File: src/rtl/ifetch_prefetch_q.sv
// Instruction-fetch front end: owns the PC, streams word reads from a synchronous ROM into a
// prefetch queue, and hands {pc, instr, pc+4} to decode. Optional counters under IFETCH_PERF_EN.
module ifetch_prefetch_q #(
  parameter int                ADDR_W   = 32,
  parameter int                IMEM_AW  = 14,
  parameter int                DEPTH    = 4,
  parameter logic [ADDR_W-1:0] RESET_PC = 32'h0000_0000,
  parameter logic [ADDR_W-1:0] PC_LIMIT = 32'h0000_FFFC
) (
  input  logic               clock,
  input  logic               reset,
  input  logic               inited,
  output logic               imem_en,
  output logic [IMEM_AW-1:0] imem_addr,
  input  logic [31:0]        imem_rdata,
  input  logic               redirect_valid,
  input  logic [ADDR_W-1:0]  redirect_addr,
  output logic               out_valid,
  input  logic               out_ready,
  output logic [31:0]        out_instr,
  output logic [ADDR_W-1:0]  out_pc,
  output logic [ADDR_W-1:0]  out_link,
  output logic               halted,
  output logic [1:0]         state_dbg
`ifdef IFETCH_PERF_EN
  ,
  output logic [31:0]        perf_fetch_cnt,
  output logic [31:0]        perf_flush_cnt
`endif
);

  localparam int PTR_W = (DEPTH > 1) ? $clog2(DEPTH) : 1;
  localparam int CNT_W = PTR_W + 1;

  typedef enum logic [1:0] {
    S_IDLE  = 2'd0,
    S_FETCH = 2'd1,
    S_HALT  = 2'd2
  } state_t;

  state_t            state_q;
  logic [ADDR_W-1:0] pc_q;
  logic              inflight_q;
  logic [ADDR_W-1:0] tag_q;

  logic [ADDR_W-1:0] q_pc    [DEPTH];
  logic [31:0]       q_instr [DEPTH];
  logic [PTR_W-1:0]  wr_ptr_q;
  logic [PTR_W-1:0]  rd_ptr_q;
  logic [CNT_W-1:0]  count_q;

  logic [CNT_W:0]    occupancy;
  logic              credit_ok;
  logic              pc_ok;
  logic              issue;
  logic              push;
  logic              pop;
  logic              flush;
  logic              head_valid;
  logic              unused_addr_bits;

  assign unused_addr_bits = ^redirect_addr[1:0];

  // Credit rule: queued entries plus the one possible in-flight read never exceed DEPTH,
  // so every issued read is guaranteed a slot and the queue cannot overflow.
  assign occupancy = {1'b0, count_q} + (CNT_W+1)'(inflight_q);
  assign credit_ok = occupancy < (CNT_W+1)'(DEPTH);
  assign pc_ok     = pc_q <= PC_LIMIT;

  assign issue = (state_q == S_FETCH) && inited && !redirect_valid && credit_ok && pc_ok;
  assign flush = redirect_valid || !inited;
  assign push  = inflight_q && !flush;

  // Handshake: out_valid means the head entry is a real instruction; it is consumed on any
  // cycle where out_valid && out_ready, and out_valid never depends on out_ready.
  assign head_valid = (count_q != '0);
  assign pop        = head_valid && out_ready;

  assign imem_en   = issue;
  assign imem_addr = pc_q[IMEM_AW+1:2];

  assign out_valid = head_valid;
  assign out_pc    = head_valid ? q_pc[rd_ptr_q] : '0;
  assign out_instr = head_valid ? q_instr[rd_ptr_q] : '0;
  assign out_link  = head_valid ? (q_pc[rd_ptr_q] + ADDR_W'(4)) : '0;
  assign halted    = (state_q == S_HALT);
  assign state_dbg = state_q;

  // Control: FSM, PC, in-flight tracking and queue pointers.
  always_ff @(posedge clock) begin
    if (reset) begin
      state_q    <= S_IDLE;
      pc_q       <= RESET_PC;
      inflight_q <= 1'b0;
      tag_q      <= '0;
      wr_ptr_q   <= '0;
      rd_ptr_q   <= '0;
      count_q    <= '0;
    end else begin
      if (!inited) begin
        state_q <= S_IDLE;
        pc_q    <= RESET_PC;
      end else if (redirect_valid) begin
        state_q <= S_FETCH;
        pc_q    <= {redirect_addr[ADDR_W-1:2], 2'b00};
      end else begin
        case (state_q)
          S_IDLE:  state_q <= S_FETCH;
          S_FETCH: begin
            if (issue) begin
              pc_q <= pc_q + ADDR_W'(4);
            end else if (!pc_ok) begin
              state_q <= S_HALT;
            end
          end
          S_HALT:  state_q <= S_HALT;
          default: state_q <= S_IDLE;
        endcase
      end

      inflight_q <= issue;
      if (issue) begin
        tag_q <= pc_q;
      end

      if (flush) begin
        wr_ptr_q <= '0;
        rd_ptr_q <= '0;
        count_q  <= '0;
      end else begin
        if (push) begin
          wr_ptr_q <= wr_ptr_q + PTR_W'(1);
        end
        if (pop) begin
          rd_ptr_q <= rd_ptr_q + PTR_W'(1);
        end
        count_q <= count_q + CNT_W'(push) - CNT_W'(pop);
      end
    end
  end

  // Queue storage needs no reset: entries are only visible through count_q.
  always_ff @(posedge clock) begin
    if (push) begin
      q_pc[wr_ptr_q]    <= tag_q;
      q_instr[wr_ptr_q] <= imem_rdata;
    end
  end

`ifdef IFETCH_PERF_EN
  always_ff @(posedge clock) begin
    if (reset) begin
      perf_fetch_cnt <= '0;
      perf_flush_cnt <= '0;
    end else begin
      if (push && (perf_fetch_cnt != 32'hFFFF_FFFF)) begin
        perf_fetch_cnt <= perf_fetch_cnt + 32'd1;
      end
      if (redirect_valid && (perf_flush_cnt != 32'hFFFF_FFFF)) begin
        perf_flush_cnt <= perf_flush_cnt + 32'd1;
      end
    end
  end
`endif

endmodule

File: config.mk
export PLATFORM = sky130hd
export DESIGN_NAME = ifetch_prefetch_q
export DESIGN_NICKNAME = d
export VERILOG_FILES = /design/src/rtl/ifetch_prefetch_q.sv
export SDC_FILE = /design/constraint.sdc
export NUM_CORES = 1
export LEC_CHECK = 0
export CAP_MARGIN = 40
export CORE_MARGIN = 2
export CORE_UTILIZATION = 42
export DETAILED_ROUTE_END_ITERATION = 8
export PLACE_DENSITY_LB_ADDON = 0.1
export REMOVE_ABC_BUFFERS = 1
export SYNTH_ARGS = -nofsm -noshare
export SYNTH_HDL_FRONTEND = slang
export SYNTH_SLANG_ARGS = --single-unit
File: constraint.sdc
create_clock -name clock -period 9.4 [get_ports clock]
set_clock_uncertainty 0.05 [all_clocks]
set_input_delay 1.88 -clock clock [delete_from_list [all_inputs] [get_ports clock]]
set_output_delay 1.88 -clock clock [all_outputs]
set_load 0.005 [all_outputs]
Yosys cells after proc, flatten, opt, wreduce, memory -nomap -nowiden:

Memory sizes are Yosys's and may differ from the RTL's. A register that Yosys moved wholly into a read port is not among the register bits.
Index checks and enable logic that the tools add are counted.
Widths: inputs -> output; s select.

* input bits: 69
* memory bits (writable): 256
* word-level logic and storage cells: 64
* bits in registers: 74
* memories kept: 2
* output and inout port bits: 115

* order comparisons: 2
* mux-type cells: 16
* add/subtract/negate cells: 7
* bitwise logic cells: 1
* eq/ne operators: 6
* reductions and logical operators: 21

Memories
* q_instr: depth 4, bits a word 32, rd ports 1, clocked after Yosys merged registers in 1, wr ports 1, line 47 `logic [31:0] q_instr [DEPTH];`
* q_pc: depth 4, bits a word 32, rd ports 1, clocked after Yosys merged registers in 1, wr ports 1, line 46 `logic [ADDR_W-1:0] q_pc [DEPTH];`

Operators by type and width (number)
* $mux 32: 6
* $add 32x3->32 const B: 2
* $le 32x16->1 const B: 1
* $mux 2: 6
* $reduce_and 2->1: 4
* $logic_and 1x1->1: 6
* $ne 3x3->1 const B: 2
* $pmux 2 s3: 1
* $add 2x1->2 const B: 2
* $add 3x1->4: 1
* $lt 4x3->1 const B: 1
* $ne 2x2->1 const B: 2
* $reduce_bool 2->1: 2
* $reduce_or 2->1: 2
* $add 3x1->3: 1
* $logic_not 1->1: 3
* $mux 1: 3
* $reduce_bool 3->1: 1
* $reduce_or 3->1: 1
* $sub 3x1->3: 1
* $eq 2x1->1 const B: 1
* $eq 2x2->1 const B: 1
* $logic_not 2->1: 1
* $logic_or 1x1->1: 1
* $not 1->1: 1

Depth between registers and ports, before layout:

Gate-level depths: netlist (run 1).

* depth after elaboration: 8
* depth in mapped cells: 11
* mapped depth without buffers: 10

Least setup slack after synthesis (run 1):

Ideal clock, no wire load.

* path type: input to output
* start: input redirect_valid
* end: output imem_en
* setup slack: 4.792 ns
* data required time: 7.470 ns
* stages on the path: 4
* path buffers: 2
* arrival: 2.678 ns
* cells stage by stage: clkbuf_1 nor2b_1 clkbuf_1 nor4b_4

* word-level cells in the longest chain between the ends: 4

Ends and longest elaborated chain
* start: declaration: line 16 `input logic redirect_valid,`
* $logic_not 1->1: line 70 `assign issue = (state_q == S_FETCH) && inited && !redirect_valid && credit_ok && pc_ok;`
* $logic_and 1x1->1 (3 in a row): line 70
* end: declaration: line 13 `output logic imem_en,`

Every way passes these cells.

Final worst setup path (run 1):

Same ends and word-level chain as after synthesis.

==> metrics.yaml, run 1 <==
drt:
  antenna_left: 0
  drcViolationCount: 0
  initialDrtViolationCount: 279
  drt_wl_total_um: 26440
  vias: 7366
  vias_per_cell: 5.098
  wl_per_cell_um: 18.30
  firstDrtPassIters: 4
run:
  drv_cap: 0
timing:
  tns_ns: 0
  rsz0062_at_grt: "false"
  setup_viol: 0
  relSlewSlack: 0.5460
  fin_crit_ns: 6.123
  timing.fmax_mhz: 163.3
  drv_slew: 0
  finalCritPeriodShare: 0.6514
  tightestPinTransition_ns: 0.6760
  finalHoldViolCount: 0
global_routing:
  grt-ovfl-total: 0
  grtUsageTotal: 0.1631
  antenna_found_initial: 0
  grt_max_degree: 48
  grt_pass1_vias: 7658
  grt_pass1_wl_um: 41860
final_layout:
  final_cell_mix: "edfxtp_1, clkdlybuf4s50_1, and2_1, dfxtp_1, nor2_1"
  drive_above_1_share: 0.1411
  postLayoutCellArea_um2: 16580
  area_delta_synth_final_pct: 25.88
  fillers: 2570
  regArea_um2: 8896
  nets: 1105
  n_antenna_cell: 0
  layout_commonest_cell: "edfxtp_1"
  multi_input_area_um2: 3934
setup_path:
  critPathMaxStageDelay_ns: 0.59
  path_cells: "clkdlybuf4s50_1 -> buf_4 -> nor2b_1 -> nor4b_4 -> clkdlybuf4s50_1"
  cp.arrival_ns: 4.19
  cp_slowest_cell: "clkdlybuf4s50_1"
  critPathRequiredTime_ns: 7.47
  cp_max_fo: 33
  critPathKind: "primary input to output port"
  endpoint_kind: "output port"
  cp-start-kind: "primary input"
  crit_top_cell: "clkdlybuf4s50_1"
synthesis:
  synth_edf_count: 248
  syn_area_per_cell_um2: 15.47
  synth_warnings: 0
  synth-seq-cells: 320
  synthArstFlopShare: 0
  synth_ff_type: "edfxtp_1"
  synth_cell_types: 51
  ys_seq_area_frac: 0.6750
  syn_area_um2: 13170
  syn_inst: 851
clock_network:
  cts_buffers: 35
  path_clk_slew_ns: 0.06
  clockBufferDepth: 3
  cts-root-buf: "clkbuf_16"
  postCtsSetupBuffers: 0
  cts_tree: "built"
  cts_hold_buffers: 0
  clk_latency_ns: 0.50
  cts_resized: 0
  numClockSinks: 320
  htreeDepth: 2
pwr:
  irDropWorstVdd_mv: 0.1297
  power_density_nw_per_um2: 181.6
  power.leakage_uw: 0.005222
floorplanning:
  die_h_um: 181.1
  initial_core_util: 0.4283
  dieArea_um2: 32790
  fp.dieW_um: 181.1
  coreArea_um2: 30750
  ios: 184
  placementRows: 64
min_path:
  hold_path_class: "flip-flop to flip-flop"
place:
  io_buffers: 177
  gp_congestion: 0.7490
  post-dp-hpwl_um: 16450
  dpl_cell_area_um2: 15360
status:
  status: "completed"
==> routing by layer <==
layer	vias to the layer above	share of wire	track usage
met4	0	0.013	0.04163
li1	3512	-	-
met1	3644	0.45	0.2150
met3	29	0.056	0.03911
met2	181	0.48	0.2734
met5	-	0	0
==> worst paths after layout <==
check,depth (start not counted),from,slack [ns],endpoint
hold / removal,0,tag_q[12],0.44,q_pc[3][12]
hold reg to reg,0,tag_q[12],0.44,q_pc[3][12]
setup reg to reg,6,pc_q[31],6.51,pc_q[14]
setup / recovery,5,redirect_valid,3.28,imem_en
==> cell type report <==
type                       count  area share
clock buffer                  44     0.06121
clock inverter                19     0.01245
tap                          396     0.02989
sequential                   320      0.5366
multi-input combinational    463      0.2373
inverter                      13    0.002944
timing repair buffer         190      0.1196
==> sequential cells by signal (all words and copies together) (netlist names), named ones only <==
name and flops:
pc_q 30, inflight_q 1, wr_ptr_q 2, q_pc 120
tag_q 30, count_q 3, rd_ptr_q 2, state_dbg 2
q_instr 128
==> cell usage after synthesis (2+ instances only) <==
cell type	count	area, µm²
nand4_1	6	37.54
or3_1	10	62.56
mux4_2	59	1329
nor4_1	2	12.51
mux4_1	3	78.83
and3_1	8	50.05
nor2b_1	3	18.77
nor3_1	5	25.02
clkbuf_1	27	101.4
inv_1	13	48.80
nand4_2	2	25.02
dfxtp_1	72	1441
a22oi_1	2	15.01
nand3_2	2	20.02
nand2_1	55	206.5
a31oi_1	8	50.05
ha_1	12	150.1
nand3_1	15	75.07
o21ai_0	10	50.05
nand4b_1	2	17.52
mux2i_1	19	190.2
nand2b_1	2	12.51
edfxtp_1	248	7447
nor4_4	3	63.81
nor3b_1	2	15.01
nor2_1	65	244.0
o211ai_1	7	52.55
and4b_1	3	30.03
xor2_1	18	157.7
buf_2	8	40.04
and2_1	80	500.5
a21oi_1	33	165.2
buf_4	19	142.6
xnor2_1	11	96.34
==> power breakdown <==
| part | internal, µW | leakage, µW | switching (µW) |
|---|---|---|---|
| combinational | 43.4 | 0.00206 | 34.6 |
| sequential | 1520 | 0.00256 | 5.26 |
| clock | 877 | 0.000594 | 533 |
| total | 2440 | 0.00522 | 573 |
==> metrics by stage <==
stage | power, µW | utilization | setup WS, ns | std cells | hold slack (ns)
finish | 3011 | 0.5391 | 3.277 | 1445 | 0.4408
global route | 3113 | 0.5391 | 3.129 | 1445 | 0.4637
CTS | 3049 | 0.5391 | 3.267 | 1445 | 0.4423
detailed placement | 1631 | 0.4994 | 3.274 | 1382 | 0.4347
global placement | 1631 | 0.4943 | 3.251 | 1376 | 0.4205
floorplan | 1580 | - | 3.044 | 796 | 0.4015
==> worst max-delay path: cells and delay by family <==
kind / cells / cell delay, ns
simple gates: 2 / 1.05
buf+inv: 3 / 1.25
==> logic make-up (layout without fill, tap and decap cells) <==
family | Yosys count | after routing | synth area share
flip-flops | 320 | 320 | 0.6750
other | 1 | 4 | 0.0002848
XOR/XNOR | 29 | 29 | 0.01929
multiplexers | 81 | 81 | 0.1213
adder cells (fa/ha/maj) | 13 | 13 | 0.01292
buffers and inverters | 71 | 266 | 0.02907
AND/OR/NAND/NOR | 276 | 276 | 0.1169
AO/OA/AOI/OAI | 60 | 60 | 0.02527
Note: power is estimated with default switching activity, not from simulation.
==> run 2: changes to the inputs <==
Clock period 9.4 ns to 5.85 ns, I/O delays scaled along.
==> run 2 against run 1 <==
  * Clock-buffer cell count unchanged
  * Die area unchanged
  * Setup slack worse by 2.5 ns
  * Register-to-register slack worse by 3.7 ns
  * Largest cell class unchanged
==> metrics.yaml, run 2 (synthesis gave the netlist of run 1 again) <==
status:
  status: "completed"
min_path:
  hold_depth: 2  # +2
  hold_path_class: "flip-flop to flip-flop"
floorplanning:
  coreArea_um2: 30750  # unchanged
  dieArea_um2: 32790  # unchanged
  placementRows: 64  # unchanged
  fp.dieW_um: 181.1  # unchanged
  die_h_um: 181.1  # unchanged
  initial_core_util: 0.4283  # unchanged
  ios: 184  # unchanged
setup_path:
  crit_cells: 8  # +3
  critPathMaxStageDelay_ns: 0.66  # +0.07 ns
  crit_family: "simple AND/OR/NAND/NOR gates"
  critPathKind: "flip-flop to output port"
  cp_slowest_cell: "dfxtp_4"
  critPathRequiredTime_ns: 4.63  # -2.84 ns
  cp_max_fo: 24  # -27%
  cp.arrival_ns: 3.81  # -0.38 ns
  r2r_cells: 12  # +6
  endpoint_kind: "output port"
  cp-start-kind: "flip-flop"
  path_cells: "buf_4 -> mux4_2 -> nand3_1 -> nor4_4 -> nand4_1 -> xor2_1 -> nor2_1 -> clkdlybuf4s50_1"
  path_buf_inv: 2  # -1
clock_network:
  cts_resized: 0  # unchanged
  clk_latency_ns: 0.50  # about the same
  clockBufferDepth: 3  # unchanged
  path_clk_slew_ns: 0.06  # about the same
  htreeDepth: 2  # unchanged
  cts_tree: "built"
  cts_buffers: 35  # unchanged
  cts-root-buf: "clkbuf_16"
  cts_hold_buffers: 0  # unchanged
  numClockSinks: 320  # unchanged
  postCtsSetupBuffers: 0  # unchanged
final_layout:
  layout_commonest_cell: "edfxtp_1"
  n_antenna_cell: 0  # unchanged
  area_delta_synth_final_pct: 25.41
  final_cell_mix: "edfxtp_1, clkdlybuf4s50_1, and2_1, dfxtp_1, nor2_1"
  largest_register_ffs: 128  # unchanged
  final_cells: 1448  # +0.21%
  nets: 1108  # +0.27%
  largestRegisters: "q_instr (128), q_pc (120)"
  regMostFlops: "q_instr"
  drive_above_1_share: 0.1416  # +0.0005482
drt:
  vias: 7435  # +0.94%
  vias_per_cell: 5.135  # +0.73%
  initialDrtViolationCount: 362  # +30%
  drcViolationCount: 0  # unchanged
  firstDrtPassIters: 4  # unchanged
  wl_per_cell_um: 18.57  # +1.5%
  antenna_left: 0  # unchanged
  drt_wl_total_um: 26880  # +1.7%
global_routing:
  grt-ovfl-total: 0  # unchanged
  grtUsageTotal: 0.1641  # +0.0009466
  grt_max_degree: 42  # -13%
  grt_pass1_vias: 7677  # +0.25%
  grt_pass1_wl_um: 42390  # +1.3%
  antenna_found_initial: 0  # unchanged
place:
  post-dp-hpwl_um: 17120  # +4.1%
  placedCellCount: 1385  # +0.22%
  io_buffers: 177  # unchanged
  gp_congestion: 0.7398  # -1.2%
timing:
  drv_slew: 0  # unchanged
  setup_viol: 0  # unchanged
  tightestPinTransition_ns: 0.6776  # +0.001611 ns
  relSlewSlack: 0.5469  # +0.0008950
  finalCritPeriodShare: 0.8594
  finalHoldViolCount: 0  # unchanged
  rsz0062_at_grt: "false"
  fin_crit_ns: 5.027
  tns_ns: 0  # unchanged
  timing.fmax_mhz: 198.9
pwr:
  power.leakage_uw: 0.005207  # -0.30%
  irDropWorstVdd_mv: 0.1773  # +37%
  power_density_nw_per_um2: 288.9  # +59%
run:
  drv_cap: 0  # unchanged
-- run 2: cell count changes in the layout (fill, tap and decap cells not counted) --
cell | previous run | this run
buf_4 | 7 | 11
clkinvlp_4 | 3 | 2
clkinv_2 | 5 | 8
clkbuf_16 | 39 | 37
clkbuf_1 | 3 | 5
buf_12 | 1 | 3
inv_4 | 1 | 0
clkinv_4 | 2 | 1
buf_16 | 5 | 2
-- run 2: worst reg2reg max path, cell delays in order, from the launching register on --
cell and delay, ns:
dfxtp_1 0.36, nor3_2 0.19, buf_4 0.38, inv_2 0.35, buf_12 0.27, and2_1 0.26
ha_1 0.29, inv_1 0.05, ha_1 0.13, inv_1 0.05, fa_1 0.37, xnor2_1 0.17
nor2_1 0.05
-- run 2: layer usage --
layer | up-vias | part of all wire | track usage
li1 | 3526 | - | -
met1 | 3690 | 0.44 | 0.2112
met2 | 183 | 0.49 | 0.2789
met3 | 36 | 0.063 | 0.04455
met4 | 0 | 0.015 | 0.03675
met5 | - | 0 | 0
-- run 2: per-stage QoR --
step           total power [µW]  instance area [µm²]  setup slack, ns    util  hold WS (ns)
3_5_place_dp               2622                15340            1.224  0.4990        0.4317
5_1_grt                    4927                16510           0.4553  0.5371        0.4661
6_report                   4771                16510           0.8227  0.5371        0.4426
2_1_floorplan              2539                12850           0.2041       -        0.4015
3_3_place_gp               2620                15230            1.233  0.4952        0.4206
4_1_cts                    4830                16510           0.6862  0.5371        0.4420
-- run 2: final cells by class --
| cell class | count | area (µm²) |
|---|---|---|
| Inverter | 13 | 48.80 |
| Clock inverter | 19 | 198.9 |
| Fill cell | 2551 | 14230 |
| Tap cell | 396 | 495.5 |
| Timing Repair Buffer | 193 | 1969 |
| Clock buffer | 44 | 972.2 |
| Sequential cell | 320 | 8896 |
| Multi-Input combinational cell | 463 | 3934 |
-- run 2: where the power goes --
group	total (µW)	leakage (µW)	internal (µW)	switching [µW]
sequential	2450	0.00256	2440	8.51
combinational	126	0.00207	70.2	55.8
clock	2200	0.000575	1350	843
total	4770	0.00521	3860	907
-- run 2: final timing paths --
kind,start,to,slack [ns]
worst max-delay path,flip-flop,out_link[30],0.82
worst min-delay path,tag_q[12],tag_q[12],0.44
worst max register to register,count_q[1],count_q[2],2.77
worst min register to register,tag_q[12],tag_q[12],0.44
==> run 3: changes to the inputs <==
Settings changed: ABC_CLOCK_PERIOD_IN_PS from default to 5850.
==> results of run 3 <==
Same layout as run 2: the final DEF is identical, and so are final timing and power.
